$ cat config.mk
export PLATFORM = sky130hd
export DESIGN_NAME = ex_mdu
export DESIGN_NICKNAME = d
export VERILOG_FILES = /design/src/rtl/ex_mdu.sv
export SDC_FILE = /design/constraint.sdc
export NUM_CORES = 1
export LEC_CHECK = 0
export ABC_AREA = 1
export BUFFER_PORTS_ARGS = -buffer_cell sky130_fd_sc_hd__buf_2
export CAP_MARGIN = 40
export CORE_MARGIN = 2
export CORE_UTILIZATION = 35
export DETAILED_ROUTE_END_ITERATION = 8
export PLACE_DENSITY = 0.61
export SLEW_MARGIN = 20
export SYNTH_ARGS = -nofsm -noshare
export SYNTH_HDL_FRONTEND = slang
export SYNTH_SLANG_ARGS = --single-unit
$ cat constraint.sdc
create_clock -name clk -period 2.6 [get_ports clk]
set_input_delay 0.52 -clock clk [delete_from_list [all_inputs] [get_ports clk]]
set_output_delay 0.52 -clock clk [all_outputs]
set_load 0.05 [all_outputs]
$ cat src/rtl/ex_mdu.sv
// ex_mdu: iterative RV32M multiply/divide unit for the execute stage.
//
// Decodes M-extension ops straight from the id_ex register outputs and runs
// either a 32-step shift-add multiply or a 32-step restoring divide. While an
// op is in flight, stall_o holds pc/if_id/id_ex. The result is written back
// through a one-cycle strobe in DONE.
//
// Configuration macro: MDU_FAST_MUL_EN. When it is defined, multiplies finish
// in a single cycle (IDLE -> DONE). Division is the same in both builds.
//
// Ports:
//   clk        rising-edge clock
//   rst        asynchronous reset, active LOW
//   inst_i     instruction (opcode/funct3/funct7 are decoded here)
//   op1_i      rs1 value (multiplicand / dividend)
//   op2_i      rs2 value (multiplier / divisor)
//   rd_addr_i  destination register
//   reg_wen_i  write enable from decode
//   flush_i    pipeline flush; aborts an op that is still iterating
//   rd_data_o  result, non-zero only in DONE
//   rd_addr_o  destination register latched at start
//   reg_wen_o  one-cycle write strobe in DONE
//   stall_o    pipeline hold while an M-op is pending or in flight
module ex_mdu (
    input  logic        clk,
    input  logic        rst,
    input  logic [31:0] inst_i,
    input  logic [31:0] op1_i,
    input  logic [31:0] op2_i,
    input  logic [4:0]  rd_addr_i,
    input  logic        reg_wen_i,
    input  logic        flush_i,
    output logic [31:0] rd_data_o,
    output logic [4:0]  rd_addr_o,
    output logic        reg_wen_o,
    output logic        stall_o
);

    localparam logic [1:0] S_IDLE = 2'd0;
    localparam logic [1:0] S_MUL  = 2'd1;
    localparam logic [1:0] S_DIV  = 2'd2;
    localparam logic [1:0] S_DONE = 2'd3;

    logic [1:0]  state;
    logic [4:0]  cnt;
    logic [2:0]  f3_q;
    logic [4:0]  rd_addr_q;
    logic        wen_q;
    logic        neg_q;      // sign of the product or quotient
    logic        neg_r;      // sign of the remainder
    logic [63:0] acc;        // product accumulator; the remainder lives in [31:0]
    logic [63:0] opa;        // shifted multiplicand, or the divisor in [31:0]
    logic [31:0] opb;        // multiplier; for divide, the dividend shifting into the quotient

    // decode
    logic [2:0]  f3;
    logic        is_m, sgn1, sgn2, neg1, neg2, div_zero, div_ovf;
    logic [31:0] mag1, mag2;

    assign f3   = inst_i[14:12];
    assign is_m = (inst_i[6:0] == 7'b0110011) && (inst_i[31:25] == 7'b0000001);
    // Signed operands: MUL/MULH/MULHSU rs1, MUL/MULH rs2, DIV/REM both.
    assign sgn1 = f3[2] ? ~f3[0] : (f3[1:0] != 2'b11);
    assign sgn2 = f3[2] ? ~f3[0] : ~f3[1];
    assign neg1 = sgn1 & op1_i[31];
    assign neg2 = sgn2 & op2_i[31];
    assign mag1 = neg1 ? (~op1_i + 32'd1) : op1_i;
    assign mag2 = neg2 ? (~op2_i + 32'd1) : op2_i;
    assign div_zero = (op2_i == 32'd0);
    assign div_ovf  = sgn1 && (op1_i == 32'h8000_0000) && (op2_i == 32'hFFFF_FFFF);

    logic unused_inst;
    assign unused_inst = ^{inst_i[24:15], inst_i[11:7]};

`ifdef MDU_FAST_MUL_EN
    // The 64-bit product of the sign/zero-extended operands, taken mod 2^64,
    // equals the low 64 bits of the 33x33 signed product.
    logic [63:0] ext1, ext2, fast_prod;
    assign ext1      = {{32{neg1}}, op1_i};
    assign ext2      = {{32{neg2}}, op2_i};
    assign fast_prod = ext1 * ext2;
`endif

    // one restoring-divide step
    logic [32:0] rem_sh;
    logic [33:0] trial;
    assign rem_sh = {acc[31:0], opb[31]};
    assign trial  = {1'b0, rem_sh} - {2'b00, opa[31:0]};

    always_ff @(posedge clk or negedge rst) begin
        if (!rst) begin
            state     <= S_IDLE;
            cnt       <= '0;
            f3_q      <= '0;
            rd_addr_q <= '0;
            wen_q     <= 1'b0;
            neg_q     <= 1'b0;
            neg_r     <= 1'b0;
            acc       <= '0;
            opa       <= '0;
            opb       <= '0;
        end else begin
            case (state)
                S_IDLE: if (is_m && !flush_i) begin
                    f3_q      <= f3;
                    rd_addr_q <= rd_addr_i;
                    wen_q     <= reg_wen_i;
                    cnt       <= '0;
                    neg_r     <= 1'b0;
                    if (!f3[2]) begin
`ifdef MDU_FAST_MUL_EN
                        acc   <= fast_prod;
                        neg_q <= 1'b0;
                        state <= S_DONE;
`else
                        acc   <= '0;
                        opa   <= {32'd0, mag1};
                        opb   <= mag2;
                        neg_q <= neg1 ^ neg2;
                        state <= S_MUL;
`endif
                    end else if (div_zero) begin
                        // Load the registers so the normal result mux yields
                        // quotient all-ones and remainder op1.
                        opb   <= 32'hFFFF_FFFF;
                        acc   <= {32'd0, op1_i};
                        neg_q <= 1'b0;
                        state <= S_DONE;
                    end else if (div_ovf) begin
                        opb   <= 32'h8000_0000;
                        acc   <= '0;
                        neg_q <= 1'b0;
                        state <= S_DONE;
                    end else begin
                        acc   <= '0;
                        opa   <= {32'd0, mag2};
                        opb   <= mag1;
                        neg_q <= neg1 ^ neg2;
                        neg_r <= neg1;
                        state <= S_DIV;
                    end
                end
                S_MUL: begin
                    acc <= acc + (opb[0] ? opa : 64'd0);
                    opa <= opa << 1;
                    opb <= opb >> 1;
                    cnt <= cnt + 5'd1;
                    if (flush_i)              state <= S_IDLE;
                    else if (cnt == 5'd31)    state <= S_DONE;
                end
                S_DIV: begin
                    if (trial[33]) begin
                        acc[31:0] <= rem_sh[31:0];
                        opb       <= {opb[30:0], 1'b0};
                    end else begin
                        acc[31:0] <= trial[31:0];
                        opb       <= {opb[30:0], 1'b1};
                    end
                    cnt <= cnt + 5'd1;
                    if (flush_i)              state <= S_IDLE;
                    else if (cnt == 5'd31)    state <= S_DONE;
                end
                default: state <= S_IDLE;     // DONE: write retires, a flush cannot stop it
            endcase
        end
    end

    // result formatting
    logic [63:0] prod;
    logic [31:0] quo, rem, res;
    assign prod = neg_q ? (~acc + 64'd1) : acc;
    assign quo  = neg_q ? (~opb + 32'd1) : opb;
    assign rem  = neg_r ? (~acc[31:0] + 32'd1) : acc[31:0];

    always_comb begin
        res = 32'd0;
        case (f3_q)
            3'b000:                 res = prod[31:0];
            3'b001, 3'b010, 3'b011: res = prod[63:32];
            3'b100, 3'b101:         res = quo;
            default:                res = rem;
        endcase
    end

    assign rd_data_o = (state == S_DONE) ? res : 32'd0;
    assign reg_wen_o = (state == S_DONE) & wen_q;
    assign rd_addr_o = rd_addr_q;
    // Combinational so the hold is already in effect in the start cycle. A flush
    // releases it at once because the in-flight op is being discarded.
    assign stall_o = rst & ~flush_i &
                     ((is_m & (state != S_DONE)) | (state == S_MUL) | (state == S_DIV));

endmodule
==> summary.txt <==
Finish
  • Layout Cells excl Fill: ~6.4k
  • Total Nets Final: between 5k and 6k
  • Syn-to-layout area delta: 60.5%
  • Share of layout cells above drive strength 1: between 30% and 40%
  • Layout filler cell count: 6,664
  • Post-route cell area: ~0.04 mm2

Clock network
  • Clk slew on worst S/H paths: 0.08 ns
  • Number of CTS-inserted buffers: 17
  • CTS tree: yes
  • Root buffer cell: clkbuf_16
  • Clock Latency Late Sink: about 0.5 ns
  • Clock Sinks: about 180
  • H-tree depth: 4
  • Clock Path Buffers: 2

Run status
  • Outcome: finished with violations
  • Failing checks: negative setup slack

Synthesis
  • Post-synthesis xor/xnor area fraction: approximately 3%
  • Post-synth EDFFs: 0
  • Share of the yosys chip area belonging to registers: 17.9%
  • Area contributors post-synth: nand2_1, dfrtp_1, inv_1
  • Yosys cell types: a little under 60
  • Compound-cell area share of the yosys netlist: between 10% and 20%
  • Ys async rst share: between 90% and 100%
  • Area of the mapped netlist: around 0.025 mm2
  • Yosys top cell by area: nand2_1
  • Synthesized area per cell: about 5.4 um2
  • #FFs+latches synth: approximately 180
  • Synth Net Count: 4,835
  • Main flop type after synthesis: dfrtp_1
  • Post-synthesis simple-gate area fraction: between 40% and 50%
  • Adder-Cell Fraction of Synth Area: around 5.5%
  • Share of the synthesized area in the top cell type: between 20% and 30%
  • Largest family of logic cells by synthesized area: simple AND/OR/NAND/NOR gates
  • Mapped Cells: 4,622
  • Multiplexer area fraction after synthesis: 0.357%
  • YS warnings: 0

Floorplanning
  • CORE AREA: between 0.07 and 0.08 mm2
  • Die area: approximately 0.073 mm2
  • Die X-Extent: around 270 um
  • Starting Density: 35.4%
  • FP Rows: 97
  • Die H: 271 um
  • Num ports: around 140

Power and ir drop
  • Clk network pwr share: about 5.4%
  • Sw Pwr: approximately 27,000 uW
  • Cell Int Power: 22,400 uW
  • Combinational power share: 83.6%
  • Sw frac: about 54%
  • Leakage: about 0.02 uW
  • Reg power frac: a little over a tenth
  • PwrDens: approximately 1200 mW/mm2
  • Worst vdd ir: between 0.0009 and 0.001 V

Worst setup path
  • Worst Path Arrival: around 2.7 ns
  • WP buf/inv: 1
  • Delay-heaviest family, CP: simple AND/OR/NAND/NOR gates
  • Startpoint types: flop
  • Critical-path maximum fanout: 4
  • Crit path required time: 2.08 ns
  • Setup crit end kind: output port
  • CP Class: reg -> out
  • Highest-delay cell along the critical path: dfrtp_2
  • Max stage delay on crit path: roughly 0.52 ns
  • Worst-path cell chain: nor2_4 -> nand2_4 -> nor2_4 -> nand3_2 -> nor2_4 -> nand3_2 -> nand2_2 -> a21oi_1 -> nor2_2 -> nor2_1 -> nor2_2 -> buf_6
  • Crit-path most repeated cell: nor2_4

Detailed routing
  • Final wirelength: 135,000 um
  • Avg Vias per Cell: about 5.5
  • Per-cell routed wire length: around 21 um
  • DRT iter0 DRCs: 3,867
  • Remaining DRCs: 0
  • DRT antenna net count: 0
  • Initial DRT Pass Iterations: 6
  • Via Count: roughly 35k

Placed design
  • Placed cell count: about 6.2k
  • Routability cong.: 1.06
  • IO buf count: about 130
  • Dpl cell area: between 0.03 and 0.04 mm2
  • Pre-CTS setup slack: -0.332 ns
  • Post-DP HPWL: 100,000 um

Timing
  • Setup violations, final: between 90 and 100
  • Fmax: between 0.3 and 0.4 GHz
  • Worst relative slew slack: ~51%
  • Worst-Margin Slew: between 0.7 and 0.8 ns
  • Hold WS: between 0.2 and 0.25 ns
  • Part of the cycle the worst path needs: 124%
  • Unrepaired setup endpoints after global routing: yes
  • Post-route minimum period: between 3 and 4 ns
  • Fin worst setup slack: -0.616 ns
  • Final hold vios: 0
  • Worst clock skew: 0.0177 ns
  • Max-slew violations: 0

Global routing
  • Initial antenna violation count: 3
  • First-pass GRT wire length: roughly 190,000 um
  • Largest net degree at the start of global routing: 103
  • Overflow after GRT: 0
  • Vias in the first global route: 32.0k
  • Gr usage total: about a third

Hold path
  • Worst min path class: in -> reg

Run
  • Maxcap violations: 0
## layout make-up
| type | instances | area (um2) | area share, % |
|---|---|---|---|
| clock buffer | 20 | 447 | 1.12 |
| timing repair buffer | 971 | 8310 | 20.8 |
| antenna | 1 | 2.50 | 0.00627 |
| sequential | 178 | 4490 | 11.3 |
| multi-input combinational | 3624 | 22800 | 57.2 |
| clock inverter | 12 | 100 | 0.251 |
| tap | 940 | 1180 | 2.95 |
| inverter | 668 | 2540 | 6.36 |
## cell usage in the layout (no fill, tap or decap), types with 20 or more instances in the layout
cell,instances
nor2_1,293
buf_6,109
dfrtp_1,152
nand4_1,54
o21ai_2,40
a21oi_2,66
ha_1,31
buf_4,703
o211ai_1,23
nand3_4,28
nand3b_1,20
nor3_1,20
clkbuf_16,23
nand3_1,332
nand2_2,226
xor2_1,51
nand2_1,1305
inv_1,530
a21oi_4,33
o21ai_1,59
nand3_2,75
a21oi_1,169
buf_12,45
nor2_2,119
o22ai_1,34
ha_4,74
buf_2,95
o21ai_0,155
nor2_4,130
dfrtp_2,25
nand2_4,129
inv_2,124
## path summary, 6_finish.rpt
| kind | from | end | depth (start not counted) | slack (ns) |
|---|---|---|---|---|
| min in group asynchronous | rst | state[0] | 2 | 0.41 |
| max | acc[8] | rd_data_o[31] | 12 | -0.62 |
| min reg2reg | acc[63] | acc[63] | 2 | 0.50 |
| min | rd_addr_i[4] | rd_addr_o[4] | 2 | 0.24 |
| max in group asynchronous | rst | acc[4] | 3 | 1.21 |
| max reg2reg | opb[0] | acc[51] | 24 | -0.55 |
## synth_stat cells (12+ instances only)
cell type,instances
xnor2_1,17
inv_1,660
clkbuf_1,91
buf_2,27
nand4_1,54
nor2_1,527
ha_1,106
o22ai_1,36
nand2_2,12
o21ai_0,225
buf_1,13
a21oi_1,268
nand3_1,433
nor3_1,45
o211ai_1,23
nand2_1,1652
dfrtp_1,178
o21ai_1,22
nand3b_1,20
xor2_1,69
## kinds of logic (layout without fill, tap and decap cells)
logic type                 count (synthesis)  after routing
and+or+nand+nor                         2790           2790
buffers and inverters                    820           1671
AOI/OAI and AO/OA                        632            632
DFF                                      178            178
adders and majority gates                108            108
xor gates and xnor gates                  86             86
muxes                                      8              8
other                                      0              1
## layer usage
| metal | share of wire, % | track usage [%] | up-vias |
|---|---|---|---|
| met5 | 0 | 0 | - |
| met4 | 8.9 | 23.9 | 0 |
| met3 | 8.4 | 5.11 | 551 |
| met2 | 44 | 53.3 | 1847 |
| met1 | 39 | 41.8 | 16300 |
| li1 | - | - | 16400 |
## registers in the layout, summed over array words and instances (netlist names)
register	cells
opa	64
neg_r	1
f3_q	3
acc	64
neg_q	1
wen_q	1
rd_addr_o	5
state	2
opb	32
cnt	5
## power by group through the flow
| stage | clock network (uW) | registers [uW] | logic [uW] |
|---|---|---|---|
| 2_1_floorplan | 0 | 4940 | 15200 |
| 3_3_place_gp | 0 | 5080 | 28800 |
| 3_5_place_dp | 0 | 5110 | 28900 |
| 4_1_cts | 2670 | 5200 | 34600 |
| 5_1_grt | 2750 | 5520 | 43400 |
| 6_report | 2660 | 5400 | 41100 |
## stage by stage
| step | TNS, ns | total power, uW | utilization, % |
|---|---|---|---|
| 3_5_place_dp | -13.17 | 34000 | 45.2 |
| 2_1_floorplan | -0.159 | 20100 | - |
| 3_3_place_gp | -12.20 | 33900 | 45.2 |
| 5_1_grt | -46.69 | 51600 | 56.9 |
| 4_1_cts | -23.08 | 42400 | 51.5 |
| 6_report | -39.20 | 49200 | 56.9 |
## what timing repair did
item                                   in CTS  in global routing
endpoints found under the hold margin      13                  0
setup buffers                              73                 74
setup endpoints to repair                  95                 97
gates resized for setup                   807                860
hold buffers                                1                  0
gates cloned                                6                  8
pin swaps                                 237                315
Power figures use the tool's default switching activity.
